### config.mk
export PLATFORM = sky130hd
export DESIGN_NAME = hazard_ctrl
export DESIGN_NICKNAME = d
export VERILOG_FILES = /design/src/rtl/hazard_ctrl_pkg.sv /design/src/rtl/hazard_ctrl_fwd_unit.sv /design/src/rtl/hazard_ctrl.sv
export SDC_FILE = /design/constraint.sdc
export NUM_CORES = 1
export LEC_CHECK = 0
export ABC_AREA = 1
export CORE_ASPECT_RATIO = 1.5
export CORE_MARGIN = 4
export CORE_UTILIZATION = 48
export CTS_CLUSTER_SIZE = 8
export DETAILED_ROUTE_END_ITERATION = 12
export PLACE_DENSITY = 0.86
export SLEW_MARGIN = 30
export SYNTH_ARGS = -nofsm -noshare
export SYNTH_HDL_FRONTEND = slang
export SYNTH_SLANG_ARGS = --single-unit
### constraint.sdc
create_clock -name clk -period 1.7 [get_ports clk]
set_input_delay 0.17 -clock clk [delete_from_list [all_inputs] [get_ports clk]]
set_output_delay 0.17 -clock clk [all_outputs]
set_load 0.1 [all_outputs]
### src/rtl/hazard_ctrl_pkg.sv
// Shared definitions for the pipeline hazard controller.
//   - Forwarding select encodings for the EX operand muxes.
//   - Control-bit group carried by every stage record (EX/MEM/WB).
//   - Helper that decides whether a stage record may feed a forward.
package hazard_ctrl_pkg;

    localparam logic [1:0] FWD_REG = 2'b00;
    localparam logic [1:0] FWD_MEM = 2'b01;
    localparam logic [1:0] FWD_WB  = 2'b10;

    typedef struct packed {
        logic valid;
        logic regwrite;
        logic memread;
    } stage_ctl_t;

    // A record can source a forward if it is a real register-writing
    // instruction. Loads are only allowed where the data already exists (WB).
    function automatic logic can_fwd(input stage_ctl_t ctl, input logic allow_load);
        return ctl.valid & ctl.regwrite & (allow_load | ~ctl.memread);
    endfunction

endpackage

### src/rtl/hazard_ctrl_fwd_unit.sv
// Forwarding comparator for the EX stage operands.
// Purely combinational: compares the EX source registers against the
// destination registers held in the MEM and WB records.
// Ports:
//   ex_rs1, ex_rs2           EX source register addresses
//   ex_rs1_used, ex_rs2_used EX instruction actually reads the operand
//   mem_ctl, mem_rd          MEM record control bits and destination
//   wb_ctl, wb_rd            WB record control bits and destination
//   fwd_a_sel, fwd_b_sel     operand source: FWD_REG / FWD_MEM / FWD_WB
module hazard_ctrl_fwd_unit
    import hazard_ctrl_pkg::*;
#(
    parameter int unsigned REG_ADDR_WIDTH = 5
) (
    input  logic [REG_ADDR_WIDTH-1:0] ex_rs1,
    input  logic [REG_ADDR_WIDTH-1:0] ex_rs2,
    input  logic                      ex_rs1_used,
    input  logic                      ex_rs2_used,
    input  stage_ctl_t                mem_ctl,
    input  logic [REG_ADDR_WIDTH-1:0] mem_rd,
    input  stage_ctl_t                wb_ctl,
    input  logic [REG_ADDR_WIDTH-1:0] wb_rd,
    output logic [1:0]                fwd_a_sel,
    output logic [1:0]                fwd_b_sel
);

    // MEM wins over WB because it holds the younger write to the register.
    function automatic logic [1:0] pick_src(input logic [REG_ADDR_WIDTH-1:0] rs,
                                            input logic                      used);
        logic [1:0] sel;
        sel = FWD_REG;
        if (used && (rs != '0)) begin
            if (can_fwd(mem_ctl, 1'b0) && (mem_rd == rs)) begin
                sel = FWD_MEM;
            end else if (can_fwd(wb_ctl, 1'b1) && (wb_rd == rs)) begin
                sel = FWD_WB;
            end
        end
        return sel;
    endfunction

    always_comb begin
        fwd_a_sel = pick_src(ex_rs1, ex_rs1_used);
        fwd_b_sel = pick_src(ex_rs2, ex_rs2_used);
    end

endmodule

### src/rtl/hazard_ctrl.sv
// Pipeline sequencing controller for the 5-stage RV32I core.
// Tracks the instructions in EX, MEM and WB and derives stall, bubble,
// flush and forwarding controls, plus saturating stall/flush counters.
// Ports:
//   clk, rst_n              clock; synchronous active-low reset
//   id_*                    decoded fields of the instruction in ID
//   ex_branch_taken         EX resolved a taken branch/jump
//   mem_busy                data memory not ready; freeze pipeline
//   pc_stall, if_id_stall   hold PC / IF-ID register
//   if_id_flush             clear IF-ID to NOP
//   id_ex_bubble            load NOP into ID-EX
//   ex_mem_stall            hold ID-EX and EX-MEM; MEM-WB takes bubble
//   fwd_a_sel, fwd_b_sel    EX operand source selects
//   stall_cnt, flush_cnt    saturating performance counters
module hazard_ctrl
    import hazard_ctrl_pkg::*;
#(
    parameter int unsigned REG_ADDR_WIDTH = 5,
    parameter int unsigned CNT_WIDTH      = 32
) (
    input  logic                      clk,
    input  logic                      rst_n,
    input  logic                      id_valid,
    input  logic [REG_ADDR_WIDTH-1:0] id_rs1_addr,
    input  logic [REG_ADDR_WIDTH-1:0] id_rs2_addr,
    input  logic                      id_rs1_used,
    input  logic                      id_rs2_used,
    input  logic [REG_ADDR_WIDTH-1:0] id_rd_addr,
    input  logic                      id_regwrite,
    input  logic                      id_memread,
    input  logic                      ex_branch_taken,
    input  logic                      mem_busy,
    output logic                      pc_stall,
    output logic                      if_id_stall,
    output logic                      if_id_flush,
    output logic                      id_ex_bubble,
    output logic                      ex_mem_stall,
    output logic [1:0]                fwd_a_sel,
    output logic [1:0]                fwd_b_sel,
    output logic [CNT_WIDTH-1:0]      stall_cnt,
    output logic [CNT_WIDTH-1:0]      flush_cnt
);

    localparam logic [CNT_WIDTH-1:0] CntOne = CNT_WIDTH'(1);

    // Stage records
    stage_ctl_t                ex_ctl_q, mem_ctl_q, wb_ctl_q;
    logic [REG_ADDR_WIDTH-1:0] ex_rs1_q, ex_rs2_q, ex_rd_q, mem_rd_q, wb_rd_q;
    logic                      ex_rs1_used_q, ex_rs2_used_q;

    logic [CNT_WIDTH-1:0]      stall_cnt_q, flush_cnt_q;
    logic                      load_use;

    always_comb begin
        load_use = ex_ctl_q.valid & ex_ctl_q.memread & (ex_rd_q != '0) & id_valid &
                   ((id_rs1_used & (id_rs1_addr == ex_rd_q)) |
                    (id_rs2_used & (id_rs2_addr == ex_rd_q)));

        pc_stall     = 1'b0;
        if_id_stall  = 1'b0;
        if_id_flush  = 1'b0;
        id_ex_bubble = 1'b0;
        ex_mem_stall = 1'b0;
        // A busy memory freezes EX, so a pending branch simply waits for it.
        if (mem_busy) begin
            pc_stall     = 1'b1;
            if_id_stall  = 1'b1;
            ex_mem_stall = 1'b1;
        end else if (ex_branch_taken) begin
            if_id_flush  = 1'b1;
            id_ex_bubble = 1'b1;
        end else if (load_use) begin
            pc_stall     = 1'b1;
            if_id_stall  = 1'b1;
            id_ex_bubble = 1'b1;
        end
    end

    always_ff @(posedge clk) begin
        if (!rst_n) begin
            ex_ctl_q      <= '0;
            mem_ctl_q     <= '0;
            wb_ctl_q      <= '0;
            ex_rs1_q      <= '0;
            ex_rs2_q      <= '0;
            ex_rd_q       <= '0;
            ex_rs1_used_q <= 1'b0;
            ex_rs2_used_q <= 1'b0;
            mem_rd_q      <= '0;
            wb_rd_q       <= '0;
            stall_cnt_q   <= '0;
            flush_cnt_q   <= '0;
        end else begin
            if (mem_busy) begin
                // EX and MEM hold; the slot leaving MEM is a bubble.
                wb_ctl_q.valid <= 1'b0;
            end else begin
                wb_ctl_q      <= mem_ctl_q;
                wb_rd_q       <= mem_rd_q;
                mem_ctl_q     <= ex_ctl_q;
                mem_rd_q      <= ex_rd_q;
                ex_ctl_q      <= '{valid:    id_valid & ~(id_ex_bubble | if_id_flush),
                                   regwrite: id_regwrite,
                                   memread:  id_memread};
                ex_rs1_q      <= id_rs1_addr;
                ex_rs2_q      <= id_rs2_addr;
                ex_rd_q       <= id_rd_addr;
                ex_rs1_used_q <= id_rs1_used;
                ex_rs2_used_q <= id_rs2_used;
            end
            if (pc_stall && (stall_cnt_q != '1)) begin
                stall_cnt_q <= stall_cnt_q + CntOne;
            end
            if (if_id_flush && (flush_cnt_q != '1)) begin
                flush_cnt_q <= flush_cnt_q + CntOne;
            end
        end
    end

    assign stall_cnt = stall_cnt_q;
    assign flush_cnt = flush_cnt_q;

    hazard_ctrl_fwd_unit #(
        .REG_ADDR_WIDTH (REG_ADDR_WIDTH)
    ) u_fwd_unit (
        .ex_rs1      (ex_rs1_q),
        .ex_rs2      (ex_rs2_q),
        .ex_rs1_used (ex_rs1_used_q),
        .ex_rs2_used (ex_rs2_used_q),
        .mem_ctl     (mem_ctl_q),
        .mem_rd      (mem_rd_q),
        .wb_ctl      (wb_ctl_q),
        .wb_rd       (wb_rd_q),
        .fwd_a_sel   (fwd_a_sel),
        .fwd_b_sel   (fwd_b_sel)
    );

endmodule

==> results of run 1 <==
## placed cells by master, fill, tap and decap left out, drive strengths merged, types with 2 or more instances in the layout
cell	instances
nand2	255
buf	172
nor2	114
dfxtp	99
a21oi	87
inv	85
nand3	65
o21ai	41
nor3	28
xor2	25
clkdlybuf4s50	22
clkbuf	16
nand4	14
xnor2	13
nand3b	4
a221oi	4
o22ai	3
and3	3
nor4	3
and2	2
o21bai	2
o2111ai	2
ha	2
clkinv	2
## cell families (layout without fill, tap and decap cells)
| group | count (synthesis) | count (layout) | share of synthesized area |
|---|---|---|---|
| compound gates | 140 | 140 | 0.1313 |
| xor+xnor | 38 | 38 | 0.05919 |
| fa+ha+maj | 2 | 2 | 0.004450 |
| buf+inv | 114 | 298 | 0.08389 |
| flops | 99 | 99 | 0.3525 |
| mux | 1 | 1 | 0.001780 |
| simple gates | 489 | 490 | 0.3669 |
## per-layer routing
metal / vias up / GRT usage / part of all wire
met1: 3238 / 0.2990 / 0.33
met5: - / 0 / 0
met3: 142 / 0.05320 / 0.078
met2: 442 / 0.5049 / 0.52
met4: 0 / 0.1574 / 0.075
li1: 3255 / - / -
## how the worst max path moves through the flow
stage,end,slack [ns]
after floorplan,stall_cnt[25]$_SDFFE_PN0P_,-0.13
after global placement,pc_stall,-0.26
after detailed placement,pc_stall,-0.31
after CTS,fwd_b_sel[1],-0.20
after global routing,fwd_a_sel[1],-0.46
final,fwd_a_sel[1],-0.37
## stage by stage
step / TNS [ns] / utilization
finish: -5.049 / 0.8245
detailed placement: -7.983 / 0.6808
CTS: -1.424 / 0.7416
global route: -7.507 / 0.8245
floorplan: -3.694 / -
global placement: -5.601 / 0.6808
## power breakdown
group          total [W]  internal [W]  switching (W)  leakage [nW]
logic           0.000835      0.000355       0.000480          2.72
registers        0.00238       0.00231      0.0000707         0.861
clock network    0.00211       0.00111       0.000995         0.147
## critical path, delay by kind of cell, from the launching register on
family	cells	cell delay [ns]
compound gates	1	0.24
buf+inv	2	0.24
flops	1	0.34
simple gates	4	0.72
## sequential cells by signal, indices dropped and copies added, names as in the netlist, 3 cells and up
name and cells:
ex_ctl_q 3, ex_rd_q 5, ex_rs1_q 5, ex_rs2_q 5
flush_cnt 32, mem_ctl_q 3, mem_rd_q 5, stall_cnt 32
wb_rd_q 5
## layout make-up
type	instances	area share
Tap cell	150	0.01984
Inverter	82	0.03334
Multi-Input combinational cell	671	0.4225
Timing Repair Buffer	200	0.2574
Clock buffer	10	0.02646
Clock inverter	6	0.005689
Sequential cell	99	0.2347
## timing repair
item,4_1_cts,5_1_grt
endpoints found under the setup margin,37,68
gates cloned,3,8
gates resized for setup,64,179
hold endpoints to repair,0,0
pin swaps,21,61
buffers inserted,19,17
==> impl_metrics.toml, run 1 <==
[synth]
yosysMostFrequentCell = "nand2_1"
syn_nets = 909
yosysWarnings = 0
synth_edf_count = 0
ys.flop_type = "dfxtp_1"
synth_top_area_cell = "dfxtp_1"
ys_ff_latch = 99
syn_avg_cell_area_um2 = 6.368
ys_types = 35
yosysTopAreaCellShare = 0.3525
synth_common_cells = "nand2_1, nor2_1, dfxtp_1, a21oi_1, inv_1"
yosysSeqAreaShare = 0.3525
syn-cell-area_um2 = 5623
synth_area_leaders = "dfxtp_1, nand2_1, a21oi_1"
syn-instance-count = 883
ys_async_sr_fraction = 0

[setup_path]
worst_r2r_endpoint = "stall_cnt[11]$_SDFFE_PN0P_"
critPathRequiredTime_ns = 1.53
slowest_delay_ns = 0.34
path_max_fanout = 3
r2r_slack_ns = -0.13
ff2ff_path_depth = 10
crit_type = "reg2out"
cp_data_arrival_time_ns = 1.90
crit_chain = "inv_2 > nand2_1 > nand4_1 > nor4_2 > o2111ai_2 > nor2_4 > buf_12"
crit_path_start = "ex_rs1_q[0]$_SDFFE_PN0N_"
worstReg2RegStart = "stall_cnt[1]$_SDFFE_PN0P_"
worstSetupStartpointType = "register"
slowest_stage = "dfxtp_2"
end_kind = "output port"

[grt]
grt_pass1_wl_mm = 30.24
grt_usage = 0.2817
antenna_found_initial = 0
grt_max_degree = 34
globalRouteOverflowTotal = 0
grt_pass1_vias = 6443

[sta]
setup_viol = 40
max_freq_mhz = 484.0
setup_slack_ns = -0.3660
worst_pin_slew_ns = 0.4043
min_period_ns = 2.066
finClkSkew_ns = 0.008099
period_share = 1.215
whs_ns = 0.2124
grt_setup_unrepaired = "true"
hold_viol_final = 0
slew_headroom = 0.7290
slew_viol_final = 0

[finish]
multi_input_area_um2 = 3996
fin_nets = 1089
finalNonFillerCells = 1218
area_growth_syn_to_layout_pct = 68.20
fin_area_um2 = 9458
layout-drive-gt1-share = 0.4139
ff_latch_area_um2 = 2220
fillers = 671
antennaDiodeCount = 0

[floorplanning]
fp.coreArea_um2 = 11470
rows = 48
start_util = 0.4902
die_area_um2 = 13550
ios = 97
die_h_um = 140.6
die_w_um = 96.37

[placement]
place_ws_ns = -0.3077
dpl_cell_area_um2 = 7810
dp_hpwl_mm = 13.01
dp_cells = 1160
place.gp.congestion = 0.9755
port_buffers = 96

[power]
ir_drop_mv = 0.5632
power_w = 0.005325
powerDensity_nw_per_um2 = 563.0
leakage_nw = 3.730

[routing]
drt_iter0_drc = 491
wl_per_cell_um = 18.16
drt_first_pass_iters = 5
num_vias = 7077
drc = 0
wl_mm = 22.12
drtAntennaViolNets = 0
viasPerCell = 5.810

[status]
violations = "setup timing"
status = "finished, violations left"

[clock_tree]
cts_tree = "done"
htree_num_levels = 3
numCtsBuffers = 9
cts-hold-fix-buffers = 0
cts_root_buf = "clkbuf_16"
clockBufferDepth = 2
clkTransAtPathRegs_ns = 0.08
clk_latency_ns = 0.35
cts.sinks = 99

[worst_hold_path]
holdCritPathClass = "in2reg"
min_path_cells = 2
min_from = "mem_busy"
hold_end = "mem_ctl_q[2]$_SDFFE_PN0N_"

[run]
drv_cap = 0
No activity file was read; power rests on OpenSTA's default activity.
==> inputs of run 2 (changes only) <==
--- a/config.mk
+++ b/config.mk
@@ -8,10 +8,10 @@
 export ABC_AREA = 1
 export CORE_ASPECT_RATIO = 1.5
 export CORE_MARGIN = 4
-export CORE_UTILIZATION = 48
+export CORE_UTILIZATION = 54
 export CTS_CLUSTER_SIZE = 8
 export DETAILED_ROUTE_END_ITERATION = 12
-export PLACE_DENSITY = 0.86
+export PLACE_DENSITY = 0.91
 export SLEW_MARGIN = 30
 export SYNTH_ARGS = -nofsm -noshare
 export SYNTH_HDL_FRONTEND = slang
==> constraint.sdc (replaced) <==
create_clock -name clk -period 2 [get_ports clk]
set_input_delay 0.2 -clock clk [delete_from_list [all_inputs] [get_ports clk]]
set_output_delay 0.2 -clock clk [all_outputs]
set_load 0.1 [all_outputs]
==> run 2 against run 1 <==
Effect of this change: the run now ends clean; critical path depth down 2; sequential share of layout area up 5.1 points; via count down 11%; final cell count down 9.1%; critical path type unchanged; die area down 10%; setup slack better by 0.42 ns; combinational power down 41%; design area down 23%; non-clock buffer count down 77; first-iteration DRC count down 15%; count of clock-buffer cells in the layout up 1.
==> impl_metrics.toml, run 2 (synthesized netlist as in run 1, its figures left out) <==
[sta]
period_share = 0.9718
finClkSkew_ns = 0.008227
max_freq_mhz = 514.5
whs_ns = 0.2524
setup_viol = 0
worst_pin_slew_ns = 0.5094
slew_headroom = 0.6578
slew_viol_final = 0
min_period_ns = 1.944
hold_viol_final = 0

[finish]
fillers = 833
final_common_cell = "nand2_1"
antennaDiodeCount = 0
fin_nets = 1011
area_growth_syn_to_layout_pct = 29.53
fin_area_um2 = 7283
final_util = 0.7186
layout-drive-gt1-share = 0.2172
finalNonFillerCells = 1107
final_cell_mix = "nand2_1, nor2_1, a21oi_1, buf_4, inv_1"

[setup_path]
crit_type = "reg2out"
critPathRequiredTime_ns = 1.80
crit_path_end = "fwd_a_sel[0]"
worst_r2r_endpoint = "stall_cnt[17]$_SDFFE_PN0P_"
worstSetupStartpointType = "register"
crit_path_start = "mem_ctl_q[0]$_SDFFE_PN0N_"
worstReg2RegStart = "stall_cnt[0]$_SDFFE_PN0P_"
path_max_fanout = 2
cp_data_arrival_time_ns = 1.74
end_kind = "output port"
ff2ff_path_depth = 10
r2r_slack_ns = 0.10

[clock_tree]
htree_num_levels = 3
clk_latency_ns = 0.35
numCtsBuffers = 9
cts-hold-fix-buffers = 0
cts_root_buf = "clkbuf_16"
clkTransAtPathRegs_ns = 0.07
cts.sinks = 99
clockBufferDepth = 2
cts_tree = "done"

[floorplanning]
fp.coreArea_um2 = 10130
die_area_um2 = 12140
die_h_um = 133.0
start_util = 0.5548
ios = 97
die_w_um = 91.32
rows = 45

[run]
drv_cap = 0

[power]
leakage_nw = 2.948
ir_drop_mv = 0.4838
power_w = 0.004673
powerDensity_nw_per_um2 = 641.6

[worst_hold_path]
holdCritPathClass = "in2reg"

[routing]
wl_mm = 16.71
drc = 0
wl_per_cell_um = 15.10
viasPerCell = 5.683
drtAntennaViolNets = 0
num_vias = 6291
drt_first_pass_iters = 5
drt_iter0_drc = 416

[placement]
dpl_cell_area_um2 = 6807
dp_cells = 1087
place.gp.congestion = 0.9737
dp_hpwl_mm = 11.74
port_buffers = 96

[status]
status = "finished clean"

[grt]
grt_pass1_vias = 5838
grt_max_degree = 54
grt_usage = 0.2703
antenna_found_initial = 0
globalRouteOverflowTotal = 0
grt_pass1_wl_mm = 26.97
==> run 2: layout make-up <==
cell class | instances | area, µm² | share of cell area
clock inverter | 5 | 103.9 | 0.01426
timing repair buffer | 123 | 1147 | 0.1575
tap | 117 | 146.4 | 0.02010
inverter | 82 | 307.8 | 0.04226
multi-input combinational | 670 | 3233 | 0.4439
clock buffer | 11 | 264.0 | 0.03625
sequential | 99 | 2081 | 0.2857
==> run 2: worst max-delay path, cell delays in order, from the launching register on <==
cell	delay [ns]
dfxtp_1	0.31
nand3b_1	0.24
nor3_2	0.21
and3_1	0.23
and2_1	0.21
buf_12	0.19
==> run 2: timing repair <==
item                                   4_1_cts  5_1_grt
resized for setup                            2       19
pin swaps                                    1        6
gates cloned                                 0        1
setup endpoints to repair                    2       21
endpoints found under the hold margin        0        0
setup buffers                                1        2
==> run 2: worst min-delay path by stage <==
| stage | from | depth (start not counted) | to | slack [ns] |
|---|---|---|---|---|
| floorplan | id_memread | 2 | ex_ctl_q[0]$_SDFFE_PN0N_ | 0.35 |
| global placement | flush_cnt[0]$_SDFFE_PN0P_ | 1 | flush_cnt[0]$_SDFFE_PN0P_ | 0.44 |
| detailed placement | flush_cnt[6]$_SDFFE_PN0P_ | 1 | flush_cnt[6]$_SDFFE_PN0P_ | 0.44 |
| CTS | mem_busy | 4 | flush_cnt[17]$_SDFFE_PN0P_ | 0.23 |
| global route | mem_busy | 4 | flush_cnt[17]$_SDFFE_PN0P_ | 0.27 |
| finish | mem_busy | 4 | flush_cnt[17]$_SDFFE_PN0P_ | 0.25 |
==> run 2: through the flow <==
stage	worst slack (ns)	TNS [ns]
6_report	0.05644	0
3_3_place_gp	0.01335	0
2_1_floorplan	0.02406	0
5_1_grt	-0.01860	-0.03115
3_5_place_dp	-0.04395	-0.8449
4_1_cts	0.004340	0
==> run 2: power by group <==
group          switching [W]  internal [W]  total, W
clock               0.000775       0.00134   0.00211
combinational       0.000305      0.000185  0.000489
sequential         0.0000507       0.00202   0.00207
==> run 2: layer usage <==
layer / track usage / vias up / wire length (µm) / part of all wire
met5: 0 / - / 0 / 0
met4: 0.1560 / 0 / 938 / 0.056
met3: 0.04437 / 76 / 958 / 0.057
met2: 0.4773 / 263 / 8554 / 0.51
met1: 0.3034 / 2876 / 6262 / 0.37
li1: - / 3076 / - / -
==> inputs of run 3 (changes only) <==
--- a/config.mk
+++ b/config.mk
@@ -9,6 +9,7 @@
 export CORE_ASPECT_RATIO = 1.5
 export CORE_MARGIN = 4
 export CORE_UTILIZATION = 54
+export CTS_BUF_LIST = sky130_fd_sc_hd__clkbuf_16
 export CTS_CLUSTER_SIZE = 8
 export DETAILED_ROUTE_END_ITERATION = 12
 export PLACE_DENSITY = 0.91
==> run 3 against run 2 <==
Effect of this change: total power decreased by 0.96%; count of clock-buffer cells in the layout decreased by 1; via count decreased by 0.54%; clock power decreased by 2%; setup slack about the same.
==> impl_metrics.toml, run 3 (synthesized netlist as in run 1, its figures left out) <==
[sta]
slew_headroom = 0.6576
finalSetupTns_ns = 0
setup_viol = 0
worst_pin_slew_ns = 0.5097
finClkSkew_ns = 0.008189
hold_viol_final = 0
max_freq_mhz = 514.6
slew_viol_final = 0
period_share = 0.9717
min_period_ns = 1.943

[power]
leakage_nw = 2.942
ir_drop_mv = 0.4494
powerDensity_nw_per_um2 = 636.4
power_w = 0.004628

[placement]
port_buffers = 96
dp_hpwl_mm = 11.74
place.gp.congestion = 0.9737
dpl_cell_area_um2 = 6807

[clock_tree]
htree_num_levels = 3
clkTransAtPathRegs_ns = 0.07
cts_root_buf = "clkbuf_16"
clk_latency_ns = 0.35
cts_tree = "done"
cts.sinks = 99
clockBufferDepth = 2
numCtsBuffers = 9

[status]
status = "finished clean"

[worst_hold_path]
holdCritPathClass = "in2reg"

[setup_path]
cp_data_arrival_time_ns = 1.74
critPathRequiredTime_ns = 1.80
path_max_fanout = 2
crit_type = "reg2out"
worstSetupStartpointType = "register"
end_kind = "output port"

[finish]
area_growth_syn_to_layout_pct = 29.35
fin_nets = 1011
antennaDiodeCount = 0
fin_area_um2 = 7273
final_common_cell = "nand2_1"
layout-drive-gt1-share = 0.2162
final_cell_mix = "nand2_1, nor2_1, a21oi_1, buf_4, inv_1"
fillers = 839

[floorplanning]
die_area_um2 = 12140
fp.coreArea_um2 = 10130
die_h_um = 133.0
ios = 97
start_util = 0.5548
rows = 45
die_w_um = 91.32

[run]
drv_cap = 0

[routing]
drtAntennaViolNets = 0
drc = 0
wl_mm = 16.83
num_vias = 6257
wl_per_cell_um = 15.21
drt_iter0_drc = 389
viasPerCell = 5.652
drt_first_pass_iters = 5

[grt]
antenna_found_initial = 0
globalRouteOverflowTotal = 0
grt_pass1_vias = 5811
grt_pass1_wl_mm = 26.98
grt_usage = 0.2707
grt_max_degree = 54
==> run 3: area by class of cell <==
type	instances	area (µm²)	area share
clock buffers	10	250.2	0.03441
well taps	117	146.4	0.02013
inverters	82	307.8	0.04232
flip-flops and latches	99	2081	0.2861
repair buffers	123	1147	0.1577
clock inverters	6	107.6	0.01479
multi-input cells	670	3233	0.4445
==> run 3: metrics by stage <==
stage | hold WS (ns) | setup slack [ns] | instances | util
finish | 0.2526 | 0.05670 | 1107 | 0.7177
global route | 0.2685 | -0.01860 | 1107 | 0.7177
CTS | 0.2334 | 0.005854 | 1104 | 0.7080
detailed placement | 0.4383 | -0.04395 | 1087 | 0.6716
global placement | 0.4416 | 0.01335 | 1087 | 0.6716
floorplan | 0.3516 | 0.02406 | 883 | -
==> run 3: final timing paths <==
path	from	to	slack, ns	cells past startpoint
setup / recovery	mem_ctl_q[0]$_SDFFE_PN0N_	fwd_a_sel[0]	0.06	5
hold / removal	mem_busy	flush_cnt[17]$_SDFFE_PN0P_	0.25	4
setup reg to reg	stall_cnt[0]$_SDFFE_PN0P_	stall_cnt[17]$_SDFFE_PN0P_	0.11	10
hold reg to reg	flush_cnt[6]$_SDFFE_PN0P_	flush_cnt[6]$_SDFFE_PN0P_	0.45	1
==> run 3: per-layer routing <==
layer,up-vias,wire (µm),track usage
li1,3075,-,-
met1,2844,6262,0.3038
met2,272,8641,0.4781
met3,66,1043,0.04437
met4,0,886,0.1560
met5,-,0,0
==> run 3: timing repair <==
item / in CTS / in global routing
gates resized for setup: 2 / 19
buffers inserted: 1 / 2
cloned: 0 / 1
hold buffers: 0 / 0
pin swaps: 1 / 6
endpoints found under the setup margin: 2 / 21
hold endpoints to repair: 0 / 0
==> run 3: report_power, final <==
group | switching [W] | internal (W) | leakage (nW)
clock | 0.000767 | 0.00130 | 0.176
combinational | 0.000306 | 0.000185 | 1.93
sequential | 0.0000508 | 0.00202 | 0.841
total | 0.00112 | 0.00350 | 2.94
==> run 3: worst max-delay path, stage by stage (launching register included) <==
cell	delay (ns)
dfxtp_1	0.31
nand3b_1	0.24
nor3_2	0.20
and3_1	0.23
and2_1	0.22
buf_12	0.19
